===== config.mk =====
export PLATFORM = sky130hd
export DESIGN_NAME = divider
export DESIGN_NICKNAME = d
export VERILOG_FILES = /design/src/rtl/divider_pkg.sv /design/src/rtl/divider_adder.sv /design/src/rtl/divider.sv
export SDC_FILE = /design/constraint.sdc
export NUM_CORES = 1
export LEC_CHECK = 0
export CORE_ASPECT_RATIO = 0.5
export CORE_UTILIZATION = 40
export CTS_CLUSTER_SIZE = 40
export DETAILED_ROUTE_END_ITERATION = 12
export HOLD_SLACK_MARGIN = 0.03
export PLACE_DENSITY = 0.63
export SLEW_MARGIN = 20
export SYNTH_ARGS = -nofsm -noshare
export SYNTH_HDL_FRONTEND = slang
export SYNTH_SLANG_ARGS = --single-unit

===== constraint.sdc =====
create_clock -name clock -period 2.7 [get_ports clock]
set_input_delay 0.54 -clock clock [delete_from_list [all_inputs] [get_ports clock]]
set_output_delay 0.54 -clock clock [all_outputs]
set_load 0.02 [all_outputs]

===== src/rtl/divider_pkg.sv =====
// Shared types for the iterative signed divider: FSM state encoding and
// the width of the per-bit iteration counter.
package divider_pkg;

    typedef enum logic [1:0] {
        S_IDLE = 2'd0,
        S_CALC = 2'd1,
        S_FIX  = 2'd2
    } state_t;

    // One bit minimum so a 2-bit divider still has a usable counter.
    function automatic int cnt_bits(input int w);
        return (w <= 2) ? 1 : $clog2(w);
    endfunction

endpackage


===== src/rtl/divider_adder.sv =====
// Plain two's complement adder used for the divider's trial subtraction
// (partial remainder plus negated divisor magnitude).
module divider_adder #(
    parameter int WIDTH = 9
) (
    input  logic [WIDTH-1:0] i_a,
    input  logic [WIDTH-1:0] i_b,
    output logic [WIDTH-1:0] o_sum
);

    assign o_sum = i_a + i_b;

endmodule


===== src/rtl/divider.sv =====
// Iterative restoring signed divider: one quotient bit per clock, fixed
// latency of width+1 edges from accepted start to the valid pulse.
module divider
    import divider_pkg::*;
#(
    parameter int width = 8
) (
    input  logic             clock,
    input  logic             reset,
    input  logic             start,
    input  logic [width-1:0] dividend,
    input  logic [width-1:0] divisor,
    output logic             ready,
    output logic             valid,
    output logic [width-1:0] quotient,
    output logic [width-1:0] remainder,
    output logic             divide_by_zero
);

    localparam int CW = cnt_bits(width);

    state_t           r_state;
    state_t           w_next;
    logic [CW-1:0]    r_cnt;
    logic [width:0]   r_rem;
    logic [width:0]   r_neg_div;
    logic [width-1:0] r_dq;
    logic             r_sign_a;
    logic             r_sign_d;
    logic             r_zero;
    logic             r_valid;
    logic [width-1:0] r_quot;
    logic [width-1:0] r_remd;
    logic             r_dbz;

    logic [width:0]   w_div_ext;
    logic [width:0]   w_neg_div;
    logic [width-1:0] w_dividend_mag;
    logic [width:0]   w_shift;
    logic [width:0]   w_trial;
    logic             w_qbit;

    // Magnitudes are unsigned, so the most-negative operand needs no extra bit
    // here; the divisor path is sign-extended to width+1 before negation.
    assign w_div_ext      = {divisor[width-1], divisor};
    assign w_neg_div      = divisor[width-1] ? w_div_ext : -w_div_ext;
    assign w_dividend_mag = dividend[width-1] ? -dividend : dividend;

    // r_dq shifts dividend bits out of its MSB and quotient bits into its LSB.
    assign w_shift = {r_rem[width-1:0], r_dq[width-1]};
    assign w_qbit  = ~w_trial[width];

    divider_adder #(.WIDTH(width + 1)) u_adder (
        .i_a   (w_shift),
        .i_b   (r_neg_div),
        .o_sum (w_trial)
    );

    always_ff @(posedge clock or negedge reset) begin
        if (!reset) begin
            r_state <= S_IDLE;
        end else begin
            r_state <= w_next;
        end
    end

    always_comb begin
        w_next = r_state;
        case (r_state)
            S_IDLE:  if (start) w_next = S_CALC;
            S_CALC:  if (r_cnt == '0) w_next = S_FIX;
            S_FIX:   w_next = S_IDLE;
            default: w_next = S_IDLE;
        endcase
    end

    always_ff @(posedge clock or negedge reset) begin
        if (!reset) begin
            r_cnt     <= '0;
            r_rem     <= '0;
            r_neg_div <= '0;
            r_dq      <= '0;
            r_sign_a  <= 1'b0;
            r_sign_d  <= 1'b0;
            r_zero    <= 1'b0;
            r_valid   <= 1'b0;
            r_quot    <= '0;
            r_remd    <= '0;
            r_dbz     <= 1'b0;
        end else begin
            r_valid <= 1'b0;
            case (r_state)
                S_IDLE: begin
                    if (start) begin
                        r_dq      <= w_dividend_mag;
                        r_neg_div <= w_neg_div;
                        r_sign_a  <= dividend[width-1];
                        r_sign_d  <= divisor[width-1];
                        r_zero    <= (divisor == '0);
                        r_rem     <= '0;
                        r_cnt     <= CW'(width - 1);
                    end
                end
                S_CALC: begin
                    r_dq  <= {r_dq[width-2:0], w_qbit};
                    r_rem <= w_qbit ? w_trial : w_shift;
                    r_cnt <= r_cnt - 1'b1;
                end
                S_FIX: begin
                    // A zero divisor leaves |dividend| in r_rem, so the sign
                    // fix-up below also yields remainder = dividend.
                    if (r_zero) begin
                        r_quot <= '1;
                    end else begin
                        r_quot <= (r_sign_a ^ r_sign_d) ? -r_dq : r_dq;
                    end
                    r_remd  <= r_sign_a ? -r_rem[width-1:0] : r_rem[width-1:0];
                    r_dbz   <= r_zero;
                    r_valid <= 1'b1;
                end
                default: ;
            endcase
        end
    end

    assign ready          = (r_state == S_IDLE);
    assign valid          = r_valid;
    assign quotient       = r_quot;
    assign remainder      = r_remd;
    assign divide_by_zero = r_dbz;

endmodule

==> flow_summary.json, run 1 <==
{
  "status": "complete, no violations",
  "worst-setup-path-type": "reg2reg",
  "worst-path-buf-inv": 0,
  "clockRootBuffer": "clkbuf_16",
  "finClkSkew_ns": 0.00763,
  "ioPinCount": 38,
  "clockBufferDepth": 2,
  "die_w_um": 123,
  "netlist_instances": 317,
  "placed_area_sq_mm": 0.00340,
  "grt_start_max_net_pins": 33,
  "vias": 2358,
  "vdd_drop_max_mv": 0.399,
  "crit_path_start_kind": "register",
  "ant_nets": 0,
  "drt_iter0_drc": 112,
  "synth_ff_type": "dfrtp_1",
  "ys_top_cells_by_area": "dfrtp_1, xnor2_1, ha_1, nand2_1, o21ai_0",
  "row_count": 21,
  "yosys.area.top_type_share": 0.435,
  "finalSetupViolations": 0,
  "setup_slack_ns": 0.216,
  "crit_top_cell": "mux2i_1",
  "drv_slew": 0,
  "rsz0062_at_grt": "false",
  "gp_congestion": 0.840,
  "fp.dieArea_sq_mm": 0.00770,
  "synth-edff-count": 0,
  "cellInternalPower_mw": 2.58,
  "setup_tns_ns": 0,
  "path_max_fanout": 10,
  "numCtsBuffers": 5,
  "end_kind": "register",
  "syn_area_sq_mm": 0.00293,
  "ys_ff_latch": 51,
  "cts_tree": "built",
  "finalHoldViolations": 0,
  "period_share": 0.920,
  "insertion_delay_ns": 0.29,
  "ys_warn_count": 0,
  "swShare": 0.420,
  "crit_required_ns": 2.85,
  "wirelength_mm": 6.35,
  "yosysTopAreaCell": "dfrtp_1",
  "rrSetupSlack_ns": 0.22,
  "syn_to_final_growth_pct": 21.0,
  "drive_gt1_frac": 0.0676,
  "power_frac_comb": 0.539,
  "nFillCells": 639,
  "p_sw_mw": 1.87,
  "dpl_worst_slack_ns": 0.235,
  "vias_per_cell": 5.28,
  "timing.critical_path.slowest_cell_delay_ns": 0.43,
  "wl_per_cell_um": 14.2,
  "grt_antenna_before_repair": 0,
  "synth_cell_types": 47,
  "drc": 0,
  "yosysSeqAreaShare": 0.435,
  "grt_pass1_vias": 2264,
  "multi_input_area_sq_mm": 0.00155,
  "avgSynthCellArea_sq_um": 9.25,
  "max_freq_ghz": 0.403,
  "path_cells": "ha_1 > fa_1 > a211oi_1 > nor3_1 > mux2i_1 > nand2_4 > mux2i_1 > o21ai_1",
  "port_buffers": 37,
  "ctsResizeCount": 0,
  "reg2regPathDepth": 8,
  "diodes": 0,
  "grt_remaining_overflow": 0,
  "tightest_slew_ns": 0.725,
  "maxCapViolCount": 0,
  "clock_sinks": 51,
  "drt_first_pass_iters": 4,
  "initial_utilization": 0.426,
  "timing.rr.start": "r_dq[7]",
  "critPathSlowestCell": "fa_1",
  "seq_area_sq_mm": 0.00128,
  "clkPwrFrac": 0.140,
  "post_cts_buffers": 0,
  "period_minus_slack_ns": 2.48,
  "p_seq_frac": 0.320,
  "r2r_end": "r_rem[0]",
  "h-tree-depth": 2,
  "crit_family": "adder cells",
  "coreArea_sq_mm": 0.00688,
  "synth_fp_nets": 351,
  "postLayoutCellArea_sq_mm": 0.00355,
  "cp.depth": 8,
  "path_clk_slew_ns": 0.07,
  "leakage_nw": 1.55,
  "hold_class": "in2async",
  "die_y_um": 62.5,
  "relSlewSlack": 0.517,
  "grt_util_all_layers": 0.181,
  "synthArstFlopShare": 1.00,
  "crit_arrival_ns": 2.63,
  "cp-startpoint": "r_dq[7]",
  "dp_hpwl_mm": 4.81,
  "hold_buffers": 0,
  "powerDensity_mw_per_mm2": 1260,
  "layout.nets": 389,
  "grt_pass1_wl_mm": 10.7
}
-- flip-flops by register name (all words and copies together), names as in the netlist --
register        flops
r_neg_div           9
quotient            8
r_dq                8
r_rem               8
remainder           8
r_cnt               3
r_state             2
divide_by_zero      1
r_sign_a            1
r_sign_d            1
r_zero              1
valid               1
-- worst register-to-register path: cells and delay by family (launching register included) --
family	cells	cell delay [ns]
adders and majority gates	2	0.66
muxes	2	0.49
AOI/OAI and AO/OA	2	0.45
DFF	1	0.42
and+or+nand+nor	2	0.31
-- how the worst max path moves through the flow --
stage	to	slack, ns
after global placement	r_rem[0]	0.39
after CTS	r_rem[0]	0.20
after global routing	r_rem[5]	0.01
after detailed placement	r_rem[0]	0.24
after floorplan	r_rem[0]	0.53
final	r_rem[0]	0.22
-- through the flow --
stage	cells	power [mW]	hold slack (ns)	utilization
6_report	447	4.45	0.302	0.515
5_1_grt	447	4.86	0.357	0.515
4_1_cts	447	4.50	0.328	0.515
3_5_place_dp	440	3.85	0.469	0.494
3_3_place_gp	440	3.77	0.463	0.494
2_1_floorplan	317	3.15	0.244	-
-- cells in the final DEF (no fill, tap or decap), types with 2 or more instances in the layout --
master           netlist  routed
buf_4                  0       4
inv_1                 13      13
a21o_1                 4       4
o311ai_2               2       2
o31ai_1                3       3
a31oi_1                9       9
dfrtp_1               51      51
nor2b_1                5       5
xnor2_1               22      22
mux2i_1                9       9
clkdlybuf4s50_1        0      36
o22ai_1                6       6
o21ai_0               25      25
nor2_1                28      28
nor3_1                 5       5
or3_1                  2       2
ha_1                  14      14
inv_2                  3       3
a222oi_1               2       2
nand2_1               44      44
xor2_1                 6       6
a22oi_1                3       3
o21ai_1                8       8
clkbuf_16              0       5
a21oi_1               12      12
nand2b_1               3       3
nand3_1                7       7
-- Yosys cell counts (2+ instances only) --
library cell	instances
mux2i_1	9
xnor2_1	22
ha_1	14
a22oi_1	3
nor3_1	5
dfrtp_1	51
a31oi_1	9
a21oi_1	12
a222oi_1	2
or3_1	2
o21ai_0	25
o31ai_1	3
nand3_1	7
o21ai_1	8
buf_2	2
o311ai_2	2
a21o_1	4
inv_2	3
clkbuf_1	8
nor2b_1	5
inv_1	13
o22ai_1	6
nand2_1	44
xor2_1	6
nor2_1	28
nand2b_1	3
-- metal layers --
layer / vias up / track usage / wire length, um
met5: - / 0 / 0
met4: 0 / 0.0648 / 61
met3: 4 / 0.0383 / 167
met2: 30 / 0.275 / 2930
met1: 1138 / 0.253 / 3190
li1: 1186 / - / -
-- power by group through the flow --
| stage | logic [mW] | registers [mW] | clock network, mW |
|---|---|---|---|
| floorplan | 1.68 | 1.47 | 0 |
| global placement | 2.34 | 1.42 | 0 |
| detailed placement | 2.41 | 1.44 | 0 |
| CTS | 2.42 | 1.43 | 0.649 |
| global route | 2.71 | 1.48 | 0.675 |
| finish | 2.40 | 1.43 | 0.625 |
-- logic make-up (layout without fill, tap and decap cells) --
logic type	count (synthesis)	in the layout	synth area share
XOR/XNOR	29	29	0.0892
adder cells (fa/ha/maj)	15	15	0.0666
AO/OA/AOI/OAI	84	84	0.186
AND/OR/NAND/NOR	102	102	0.157
multiplexers	9	9	0.0307
buffers and inverters	27	65	0.0354
flip-flops	51	51	0.435
-- cell type report --
class | count | area share
sequential | 51 | 0.360
clock buffer | 6 | 0.0392
clock inverter | 1 | 0.00141
tap | 92 | 0.0325
inverter | 17 | 0.0180
timing repair buffer | 41 | 0.112
multi-input combinational | 239 | 0.438
(Power assumes the default switching activity.)
==> run 2, diff against run 1 <==
CTS_BUF_LIST = sky130_fd_sc_hd__clkbuf_4   (was unset)
==> flow_summary.json, run 2 (same netlist as run 1, synthesis figures left out) <==
{
  "tightest_slew_ns": 0.715,
  "largest-register": "r_neg_div",
  "grt_remaining_overflow": 0,
  "grt_pass1_vias": 2279,
  "vias_per_cell": 5.32,
  "clock_sinks": 51,
  "hold_buffers": 0,
  "hold_class": "in2async",
  "leakage_nw": 1.51,
  "finClkSkew_ns": 0.0114,
  "most-common-layout-cells": "dfrtp_1, nand2_1, clkdlybuf4s50_1",
  "die_w_um": 123,
  "worst-setup-path-type": "reg2reg",
  "clockRootBuffer": "clkbuf_4",
  "cellInternalPower_mw": 2.31,
  "crit_path_start_kind": "register",
  "end_kind": "register",
  "p_seq_frac": 0.342,
  "nFillCells": 652,
  "swShare": 0.446,
  "reg2regPathDepth": 8,
  "setup_tns_ns": 0,
  "rsz0062_at_grt": "false",
  "period_minus_slack_ns": 2.52,
  "vias": 2376,
  "largest_register_ffs": 9,
  "period_share": 0.933,
  "insertion_delay_ns": 0.38,
  "grt_util_all_layers": 0.180,
  "post_cts_buffers": 0,
  "relSlewSlack": 0.523,
  "finalSetupViolations": 0,
  "dp_hpwl_mm": 4.81,
  "dpl_worst_slack_ns": 0.235,
  "gp_congestion": 0.840,
  "timing.rr.start": "r_dq[7]",
  "port_buffers": 37,
  "powerDensity_mw_per_mm2": 1210,
  "initial_utilization": 0.426,
  "layout.nets": 389,
  "layout_commonest_cell": "dfrtp_1",
  "crit_required_ns": 2.96,
  "drc": 0,
  "vdd_drop_max_mv": 0.374,
  "p_sw_mw": 1.86,
  "syn_to_final_growth_pct": 17.6,
  "row_count": 21,
  "status": "complete, no violations",
  "ant_nets": 0,
  "path_clk_slew_ns": 0.15,
  "rrSetupSlack_ns": 0.18,
  "drv_slew": 0,
  "power_frac_comb": 0.578,
  "grt_antenna_before_repair": 0,
  "wl_per_cell_um": 14.2,
  "h-tree-depth": 2,
  "ctsResizeCount": 0,
  "ioPinCount": 38,
  "drive_gt1_frac": 0.0648,
  "path_max_fanout": 10,
  "drt_first_pass_iters": 4,
  "numCtsBuffers": 5,
  "clockBufferDepth": 2,
  "crit_arrival_ns": 2.77,
  "finalHoldViolations": 0,
  "drt_iter0_drc": 135,
  "fp.dieArea_sq_mm": 0.00770,
  "coreArea_sq_mm": 0.00688,
  "setup_slack_ns": 0.181,
  "grt_pass1_wl_mm": 10.8,
  "clkPwrFrac": 0.081,
  "grt_start_max_net_pins": 33,
  "die_y_um": 62.5,
  "cts_tree": "built",
  "maxCapViolCount": 0,
  "diodes": 0,
  "wirelength_mm": 6.35,
  "r2r_end": "r_rem[0]",
  "max_freq_ghz": 0.397
}
## run 2: cell count changes in the layout (fill, tap and decap cells not counted)
cell	delta
clkinv_1	+1
clkbuf_8	-1
clkbuf_4	+5
clkbuf_16	-5
## run 2: metal layers
metal,GRT usage,vias to the layer above,routed length (um)
met5,0,-,0
met4,0.0572,0,95
met3,0.0356,11,218
met2,0.275,38,2830
met1,0.254,1143,3210
li1,-,1184,-
## run 2: layout make-up
cell class	instances	area, sq um	share of cell area
timing repair buffer	41	395	0.115
clock inverter	2	8.76	0.00254
sequential	51	1280	0.370
tap	92	115	0.0334
clock buffer	5	37.5	0.0109
inverter	17	63.8	0.0185
multi-input combinational	239	1550	0.450
## run 2: power by group through the flow
stage	Combinational [mW]	Clock, mW	Sequential [mW]
2_1_floorplan	1.68	0	1.47
3_3_place_gp	2.34	0	1.42
3_5_place_dp	2.41	0	1.44
4_1_cts	2.42	0.352	1.42
5_1_grt	2.71	0.381	1.47
6_report	2.41	0.337	1.42
## run 2: stage by stage
stage	util	power, mW	cells	cell area, sq um	hold slack, ns
6_report	0.501	4.17	447	3450	0.188
5_1_grt	0.501	4.56	447	3450	0.225
4_1_cts	0.501	4.20	447	3450	0.205
3_5_place_dp	0.494	3.85	440	3400	0.469
3_3_place_gp	0.494	3.77	440	3400	0.463
2_1_floorplan	-	3.15	317	2930	0.244
## run 2: how the worst max path moves through the flow
stage / end / startpoint
final: r_rem[0] / r_dq[7]
after global placement: r_rem[0] / r_dq[7]
after floorplan: r_rem[0] / r_dq[7]
after CTS: r_rem[0] / r_dq[7]
after detailed placement: r_rem[0] / r_dq[7]
after global routing: r_rem[5] / r_dq[7]
## run 2: worst max-delay path, cell delays in order, from the launching register on
cell and delay [ns]:
dfrtp_1 0.45, ha_1 0.23, fa_1 0.43, a211oi_1 0.38
nor3_1 0.12, mux2i_1 0.29, nand2_4 0.19, mux2i_1 0.20
o21ai_1 0.08
==> run 3, diff against run 2 <==
CORE_MARGIN = 4   (was unset)
REMOVE_ABC_BUFFERS = 1   (was unset)
==> flow_summary.json, run 3 (same netlist as run 1, synthesis figures left out) <==
{
  "initial_utilization": 0.426,
  "crit_path_start_kind": "register",
  "ctsResizeCount": 0,
  "r2r_end": "r_rem[0]",
  "wl_per_cell_um": 14.4,
  "path_cells": "ha_1 > fa_1 > a211oi_1 > nor3_1 > mux2i_1 > nand2_4 > mux2i_1 > o21ai_1",
  "crit_required_ns": 2.95,
  "finalSetupViolations": 0,
  "most-common-layout-cells": "dfrtp_1, nand2_1, clkdlybuf4s50_1",
  "hold_buffers": 0,
  "end_kind": "register",
  "wirelength_mm": 6.42,
  "setup_tns_ns": 0,
  "fp.dieArea_sq_mm": 0.00885,
  "status": "complete, no violations",
  "drv_slew": 0,
  "largest_register_ffs": 9,
  "p_sw_mw": 1.85,
  "crit_top_cell": "mux2i_1",
  "worst-path-buf-inv": 0,
  "timing.critical_path.slowest_cell_delay_ns": 0.46,
  "path_clk_slew_ns": 0.14,
  "drive_gt1_frac": 0.0620,
  "clkPwrFrac": 0.084,
  "cts_tree": "built",
  "drc": 0,
  "grt_remaining_overflow": 0,
  "p_seq_frac": 0.341,
  "ant_nets": 0,
  "die_y_um": 68.5,
  "layout_commonest_cell": "dfrtp_1",
  "period_share": 0.910,
  "worst-setup-path-type": "reg2reg",
  "gp_congestion": 0.814,
  "cp.depth": 8,
  "hold_class": "in2async",
  "clockRootBuffer": "clkbuf_4",
  "dp_hpwl_mm": 4.92,
  "h-tree-depth": 2,
  "relSlewSlack": 0.556,
  "rsz0062_at_grt": "false",
  "finalHoldViolations": 0,
  "leakage_nw": 1.51,
  "crit_arrival_ns": 2.71,
  "max_freq_ghz": 0.407,
  "numCtsBuffers": 5,
  "critPathSlowestCell": "dfrtp_1",
  "grt_pass1_vias": 2278,
  "crit_family": "adder cells",
  "powerDensity_mw_per_mm2": 1210,
  "diodes": 0,
  "tightest_slew_ns": 0.661,
  "timing.rr.start": "r_dq[7]",
  "cellInternalPower_mw": 2.32,
  "grt_util_all_layers": 0.161,
  "reg2regPathDepth": 8,
  "port_buffers": 37,
  "layout.nets": 388,
  "vias": 2349,
  "grt_antenna_before_repair": 0,
  "vdd_drop_max_mv": 0.349,
  "power_frac_comb": 0.575,
  "grt_pass1_wl_mm": 11.1,
  "ioPinCount": 38,
  "finClkSkew_ns": 0.0189,
  "swShare": 0.443,
  "clock_sinks": 51,
  "drt_first_pass_iters": 4,
  "path_max_fanout": 10,
  "coreArea_sq_mm": 0.00688,
  "row_count": 21,
  "die_w_um": 129,
  "maxCapViolCount": 0,
  "clockBufferDepth": 2,
  "grt_start_max_net_pins": 33,
  "period_minus_slack_ns": 2.46,
  "rrSetupSlack_ns": 0.24,
  "largest-register": "r_neg_div",
  "syn_to_final_growth_pct": 17.6,
  "drt_iter0_drc": 132,
  "insertion_delay_ns": 0.39,
  "vias_per_cell": 5.26,
  "totalPowerFinal_mw": 4.17,
  "post_cts_buffers": 0
}
## run 3: worst max path at each step
stage / slack (ns) / to / start
5_1_grt: 0.03 / r_rem[0] / r_dq[7]
3_5_place_dp: 0.27 / r_rem[0] / r_dq[7]
4_1_cts: 0.24 / r_rem[0] / r_dq[7]
3_3_place_gp: 0.40 / r_rem[7] / r_dq[7]
2_1_floorplan: 0.53 / r_rem[0] / r_dq[7]
6_report: 0.24 / r_rem[0] / r_dq[7]
## run 3: final cells by class
type | count | area [sq um]
Sequential cell | 51 | 1280
Clock buffer | 6 | 45.0
Inverter | 17 | 63.8
Tap cell | 92 | 115
Multi-Input combinational cell | 239 | 1550
Timing Repair Buffer | 40 | 388
Clock inverter | 2 | 7.51
Fill cell | 650 | 3440
## run 3: metrics by stage
step           setup slack [ns]  hold slack, ns  cells  utilization  instance area [sq um]
2_1_floorplan             0.526           0.244    307            -                   2890
3_3_place_gp              0.399           0.463    439        0.493                   3390
3_5_place_dp              0.265           0.473    439        0.493                   3390
4_1_cts                   0.241          0.0709    447        0.501                   3450
5_1_grt                  0.0281          0.0827    447        0.501                   3450
6_report                  0.244          0.0719    447        0.501                   3450
## run 3: worst register-to-register path, delay by kind of cell, from the launching register on
kind                       cells  cell delay, ns
adders and majority gates      2            0.65
muxes                          2            0.49
DFF                            1            0.46
AOI/OAI and AO/OA              2            0.43
and+or+nand+nor                2            0.30
## run 3: power groups by stage
| stage | combinational, mW | sequential, mW | clock, mW |
|---|---|---|---|
| global placement | 2.34 | 1.42 | 0 |
| CTS | 2.42 | 1.42 | 0.366 |
| global route | 2.70 | 1.48 | 0.399 |
| detailed placement | 2.42 | 1.44 | 0 |
| floorplan | 1.63 | 1.49 | 0 |
| finish | 2.40 | 1.42 | 0.351 |
## run 3: layer usage
metal	track usage	vias to the layer above	wire length [um]
li1	-	1181	-
met1	0.219	1137	3180
met2	0.266	23	2980
met3	0.0346	8	178
met4	0.0432	0	79
met5	0	-	0
